## config.mk

```make
export PLATFORM = sky130hd
export DESIGN_NAME = packet_loader
export DESIGN_NICKNAME = d
export VERILOG_FILES = /design/src/rtl/packet_loader.sv
export SDC_FILE = /design/constraint.sdc
export NUM_CORES = 2
export LEC_CHECK = 0
export CORE_ASPECT_RATIO = 1.2
export CORE_MARGIN = 1.5
export CORE_UTILIZATION = 25
export CTS_CLUSTER_SIZE = 20
export DETAILED_ROUTE_END_ITERATION = 12
export SLEW_MARGIN = 20
export SYNTH_ARGS = -nofsm -noshare
export SYNTH_HDL_FRONTEND = slang
export SYNTH_SLANG_ARGS = --single-unit
```

## constraint.sdc

```tcl
create_clock -name clk -period 2.64 [get_ports clk]
set_input_delay 0.528 -clock clk [delete_from_list [all_inputs] [get_ports clk]]
set_output_delay 0.528 -clock clk [all_outputs]
set_load 0.005 [all_outputs]
```

## src/rtl/packet_loader.sv

```systemverilog
// packet_loader: assembles a sync-framed, XOR-checked byte stream from a UART
// receiver into a shadow register bank and commits it atomically to regs_out.
// Frame: SYNC_BYTE, PAYLOAD_BYTES payload bytes (little-endian words, ascending
// word index), one checksum byte = XOR of all payload bytes.
module packet_loader #(
    parameter int unsigned NUM_WORDS   = 27,
    parameter int unsigned WORD_W      = 16,
    parameter logic [7:0]  SYNC_BYTE   = 8'hA5,
    parameter int unsigned TIMEOUT_CYC = 500000
) (
    input  logic                        clk,
    input  logic                        rst_n,
    input  logic [7:0]                  rx_data,
    input  logic                        rx_valid,
    output logic [NUM_WORDS*WORD_W-1:0] regs_out,
    output logic                        frame_done,
    output logic                        frame_err,
    output logic                        busy
);

    localparam int unsigned BANK_W        = NUM_WORDS * WORD_W;
    localparam int unsigned PAYLOAD_BYTES = BANK_W / 8;
    localparam int unsigned CNT_W         = $clog2(PAYLOAD_BYTES + 1);
    localparam int unsigned IDLE_W        = (TIMEOUT_CYC > 0) ? $clog2(TIMEOUT_CYC + 1) : 1;
    localparam logic [CNT_W-1:0]  LAST_IDX = CNT_W'(PAYLOAD_BYTES - 1);
    localparam logic [IDLE_W-1:0] IDLE_MAX = IDLE_W'(TIMEOUT_CYC);
    localparam bit    TIMEOUT_EN          = (TIMEOUT_CYC != 0);

    typedef enum logic [1:0] {
        IDLE    = 2'd0,
        PAYLOAD = 2'd1,
        CSUM    = 2'd2
    } state_t;

    state_t              state;
    state_t              state_nxt;
    logic [CNT_W-1:0]    byte_cnt;
    logic [7:0]          xor_acc;
    logic [IDLE_W-1:0]   idle_cnt;
    logic [BANK_W-1:0]   shadow;
    logic [BANK_W-1:0]   regs_q;
    logic                frame_done_q;
    logic                frame_err_q;

    logic                is_sync;
    logic                timeout;
    logic                start;
    logic                load;
    logic                commit;
    logic                fail;

    // Shared decode: sync detection and mid-frame inactivity timeout.
    // A byte arriving in the same cycle as the timeout takes priority.
    always_comb begin
        is_sync = (rx_data == SYNC_BYTE);
        timeout = TIMEOUT_EN && (state != IDLE) && !rx_valid && (idle_cnt == IDLE_MAX);
    end

    // State register.
    always_ff @(posedge clk) begin
        if (!rst_n) begin
            state <= IDLE;
        end else begin
            state <= state_nxt;
        end
    end

    // Next-state logic.
    always_comb begin
        state_nxt = state;
        case (state)
            IDLE: begin
                if (rx_valid && is_sync) begin
                    state_nxt = PAYLOAD;
                end
            end
            PAYLOAD: begin
                if (rx_valid) begin
                    if (byte_cnt == LAST_IDX) begin
                        state_nxt = CSUM;
                    end
                end else if (timeout) begin
                    state_nxt = IDLE;
                end
            end
            CSUM: begin
                if (rx_valid || timeout) begin
                    state_nxt = IDLE;
                end
            end
            default: state_nxt = IDLE;
        endcase
    end

    // Output / datapath-control decode.
    always_comb begin
        start  = 1'b0;
        load   = 1'b0;
        commit = 1'b0;
        fail   = 1'b0;
        busy   = (state != IDLE);
        case (state)
            IDLE: begin
                start = rx_valid && is_sync;
            end
            PAYLOAD: begin
                load = rx_valid;
                fail = timeout;
            end
            CSUM: begin
                commit = rx_valid && (rx_data == xor_acc);
                fail   = (rx_valid && (rx_data != xor_acc)) || timeout;
            end
            default: begin
                start = 1'b0;
            end
        endcase
    end

    // Byte counter and running checksum, restarted by each sync byte.
    always_ff @(posedge clk) begin
        if (!rst_n) begin
            byte_cnt <= '0;
            xor_acc  <= '0;
        end else if (start) begin
            byte_cnt <= '0;
            xor_acc  <= '0;
        end else if (load) begin
            byte_cnt <= byte_cnt + CNT_W'(1);
            xor_acc  <= xor_acc ^ rx_data;
        end
    end

    // Shadow bank: payload byte n lands in bits [n*8 +: 8].
    always_ff @(posedge clk) begin
        if (!rst_n) begin
            shadow <= '0;
        end else if (load) begin
            for (int unsigned i = 0; i < PAYLOAD_BYTES; i++) begin
                if (byte_cnt == CNT_W'(i)) begin
                    shadow[i*8 +: 8] <= rx_data;
                end
            end
        end
    end

    // Inactivity counter: cleared by any byte, held at zero while idle.
    always_ff @(posedge clk) begin
        if (!rst_n) begin
            idle_cnt <= '0;
        end else if (!TIMEOUT_EN || rx_valid || state == IDLE || timeout) begin
            idle_cnt <= '0;
        end else begin
            idle_cnt <= idle_cnt + IDLE_W'(1);
        end
    end

    // Committed bank and status pulses; regs_out moves only on a good checksum.
    always_ff @(posedge clk) begin
        if (!rst_n) begin
            regs_q       <= '0;
            frame_done_q <= 1'b0;
            frame_err_q  <= 1'b0;
        end else begin
            if (commit) begin
                regs_q <= shadow;
            end
            frame_done_q <= commit;
            frame_err_q  <= fail;
        end
    end

    assign regs_out   = regs_q;
    assign frame_done = frame_done_q;
    assign frame_err  = frame_err_q;

endmodule

```

==> impl_metrics.ini <==
[power_and_ir_drop]
power_density_mw_per_mm2 = 630.5
power.switching_uw = 6377
switching_share_pct = 22.47
power_leakage_uw = 0.01504
clkPwrFrac_pct = 49.4
peakVddDrop_mv = 0.4447
internal_power_uw = 22010
p_seq_share_pct = 48.0
pwr-share-comb_pct = 2.7

[routing]
wl_met1_um = 46110
drc = 0
wl_met3_um = 5247
via_per_inst = 4.273
routed.top_layer = met5
wl_per_cell_um = 17.74
routed_wl_um = 105000
wl_met2_um = 50400
via_count = 25280
dr.pass1.iters = 4
dr.first_iter.drc_count = 1174
antenna_left = 0

[cts]
clk_pin_slew_worst_paths_ns = 0.06
htreeDepth = 3
cts_tree = yes
cts.sink_count = 901
clockRootBuffer = clkbuf_16
cts_buffers = 94
clockBufferDepth = 3
clk-insertion-delay-late_ns = 0.73

[logic_synthesis]
ys.flop_type = dfxtp_1
synthCells = 3619
async_flop_share_pct = 0
synth_edf_count = 0
ys_seq_area_share_pct = 52.21
syn_area_per_cell_sq_um = 9.546
yosys_warnings = 0
synth_nets = 3639
ys_types = 44
syn_area_sq_mm = 0.03455
ys_ff_latch = 901

[setup_path]
worstPathRequired_ns = 2.11
crit_fanout = 4
cp-start-kind = flip-flop
critical_path_class = reg2out
worst_ep_arrival_time_ns = 1.83
end_kind = output pin

[timing]
hold_viol = 0
rsz0062_at_grt = false
holdWs_ns = 0.2016
tightest_slew_ns = 0.9679
finalSetupViolCount = 0
max_freq_mhz = 424.2
max_slew_margin_pct = 35.47
setup_tns_ns = 0
skew_ns = 0.03523
finalMaxSlewViolations = 0
fin_crit_ns = 2.357
fin_crit_sh_pct = 89.29

[flow_run]
cap_violations = 0

[cells_and_area]
nets = 4045
drive_gt1_share_pct = 8.650
fin_util_pct = 32.81
synthToLayoutAreaGrowth_pct = 30.32
seq_area_sq_mm = 0.01804
fillers = 14200
multi_input_area_sq_mm = 0.01533

[grt]
grt_max_degree = 140
grt.overflow.total = 0
grt_first_pass_wirelength_um = 155000
grt_pass1_vias = 24450
grt_usage_pct = 14.55
antenna_found_initial = 4

[outcome]
status = complete, no violations

[floorplanning]
fp-row-count = 149
die_w_um = 342.4
dieArea_sq_mm = 0.1404
io-pin-count = 446
fp.dieH_um = 410.2
start_util_pct = 25.18
core_area_sq_mm = 0.1372

[placement]
dpl.hpwl_um = 68390
place_congestion = 0.7498
portBuffers = 445

[hold_path]
hold_class = in2reg
## power groups by stage
| stage | logic (uW) | registers, uW | clock network, uW |
|---|---|---|---|
| after floorplan | 474 | 13900 | 0 |
| after global placement | 768 | 13900 | 0 |
| after detailed placement | 770 | 13900 | 0 |
| after CTS | 771 | 13600 | 14400 |
| after global routing | 805 | 13600 | 14900 |
| final | 758 | 13600 | 14000 |
## area by class of cell
class / instances / share of cell area (%)
Clock inverter: 43 / 1.234
Multi-Input combinational cell: 2441 / 34.05
Sequential cell: 901 / 40.06
Timing Repair Buffer: 578 / 13.44
Tap cell: 1812 / 5.036
Antenna cell: 1 / 0.005558
Inverter: 9 / 0.07504
Clock buffer: 132 / 6.097
## state kept, by name (all words and copies together) (netlist names)
register / flops
frame_done: 1
byte_cnt: 6
frame_err: 1
idle_cnt: 19
state: 2
shadow: 432
regs_out: 432
xor_acc: 8
## synth_stat cells (all sizes together), types with 4 or more instances
master / count / share of area (%)
ha: 9 / 0.33
clkbuf: 152 / 1.7
or3: 4 / 0.072
xnor2: 21 / 0.53
nor3: 7 / 0.12
mux2i: 394 / 11
xor2: 16 / 0.41
o21ai: 42 / 0.61
inv: 9 / 0.098
a21boi: 472 / 10
nand3: 25 / 0.40
nor2: 83 / 2.1
buf: 116 / 1.7
nor2b: 394 / 7.1
nand2: 944 / 10
nand4: 5 / 0.091
dfxtp: 901 / 52
## path summary, 6_finish.rpt
kind | slack (ns) | end | start | cells after the start
setup / recovery | 0.28 | busy | state[0] | 4
hold / removal | 0.20 | xor_acc[4] | rx_data[4] | 4
setup reg to reg | 0.42 | shadow[86] | byte_cnt[0] | 7
hold reg to reg | 0.43 | regs_out[159] | shadow[159] | 2
## routing by layer
layer,vias up,global-route usage [%]
met1,12090,17.90
met4,8,5.676
li1,12570,-
met2,467,24.53
met5,-,0
met3,148,3.208
## cells in the final DEF (no fill, tap or decap), types with 42 or more instances in the layout
cell | synthesis | layout
buf_12 | 0 | 49
dfxtp_1 | 901 | 901
nor2b_1 | 394 | 394
mux2i_1 | 394 | 394
clkdlybuf4s50_1 | 0 | 435
o21ai_0 | 42 | 42
nand2_1 | 943 | 943
clkbuf_16 | 0 | 94
buf_4 | 1 | 92
a21boi_0 | 462 | 462
## through the flow
step | area [sq um] | setup WS, ns | instances | total power (uW)
2_1_floorplan | 34550 | 0.7289 | 3619 | 14390
3_3_place_gp | 41720 | 0.1110 | 5741 | 14680
3_5_place_dp | 41720 | 0.08229 | 5741 | 14690
4_1_cts | 45020 | 0.2056 | 5916 | 28810
5_1_grt | 45020 | 0.1626 | 5916 | 29360
6_report | 45020 | 0.2826 | 5917 | 28380
## kinds of logic (layout without fill, tap and decap cells)
kind of cell    after synthesis  after routing  synth area share [%]
compound gates              519            519                 10.98
xor+xnor                     37             37                0.9380
fa+ha+maj                     9              9                0.3260
buf+inv                     277            762                 3.455
flops                       901            901                 52.21
mux                         394            394                 11.42
other cells                   0              1                     0
simple gates               1482           1482                 20.68
## critical path, stage by stage, from the launching register on
cell           delay (ns)
dfxtp_1              0.36
inv_1                0.07
ha_1                 0.26
inv_1                0.09
dlygate4sd2_1        0.34
## timing repair
item | 4_1_cts | 5_1_grt
hold buffers | 0 | 0
gates resized for setup | 1 | 0
buffers inserted | 0 | 0
setup endpoints to repair | 1 | 0
Power figures use the tool's default switching activity.
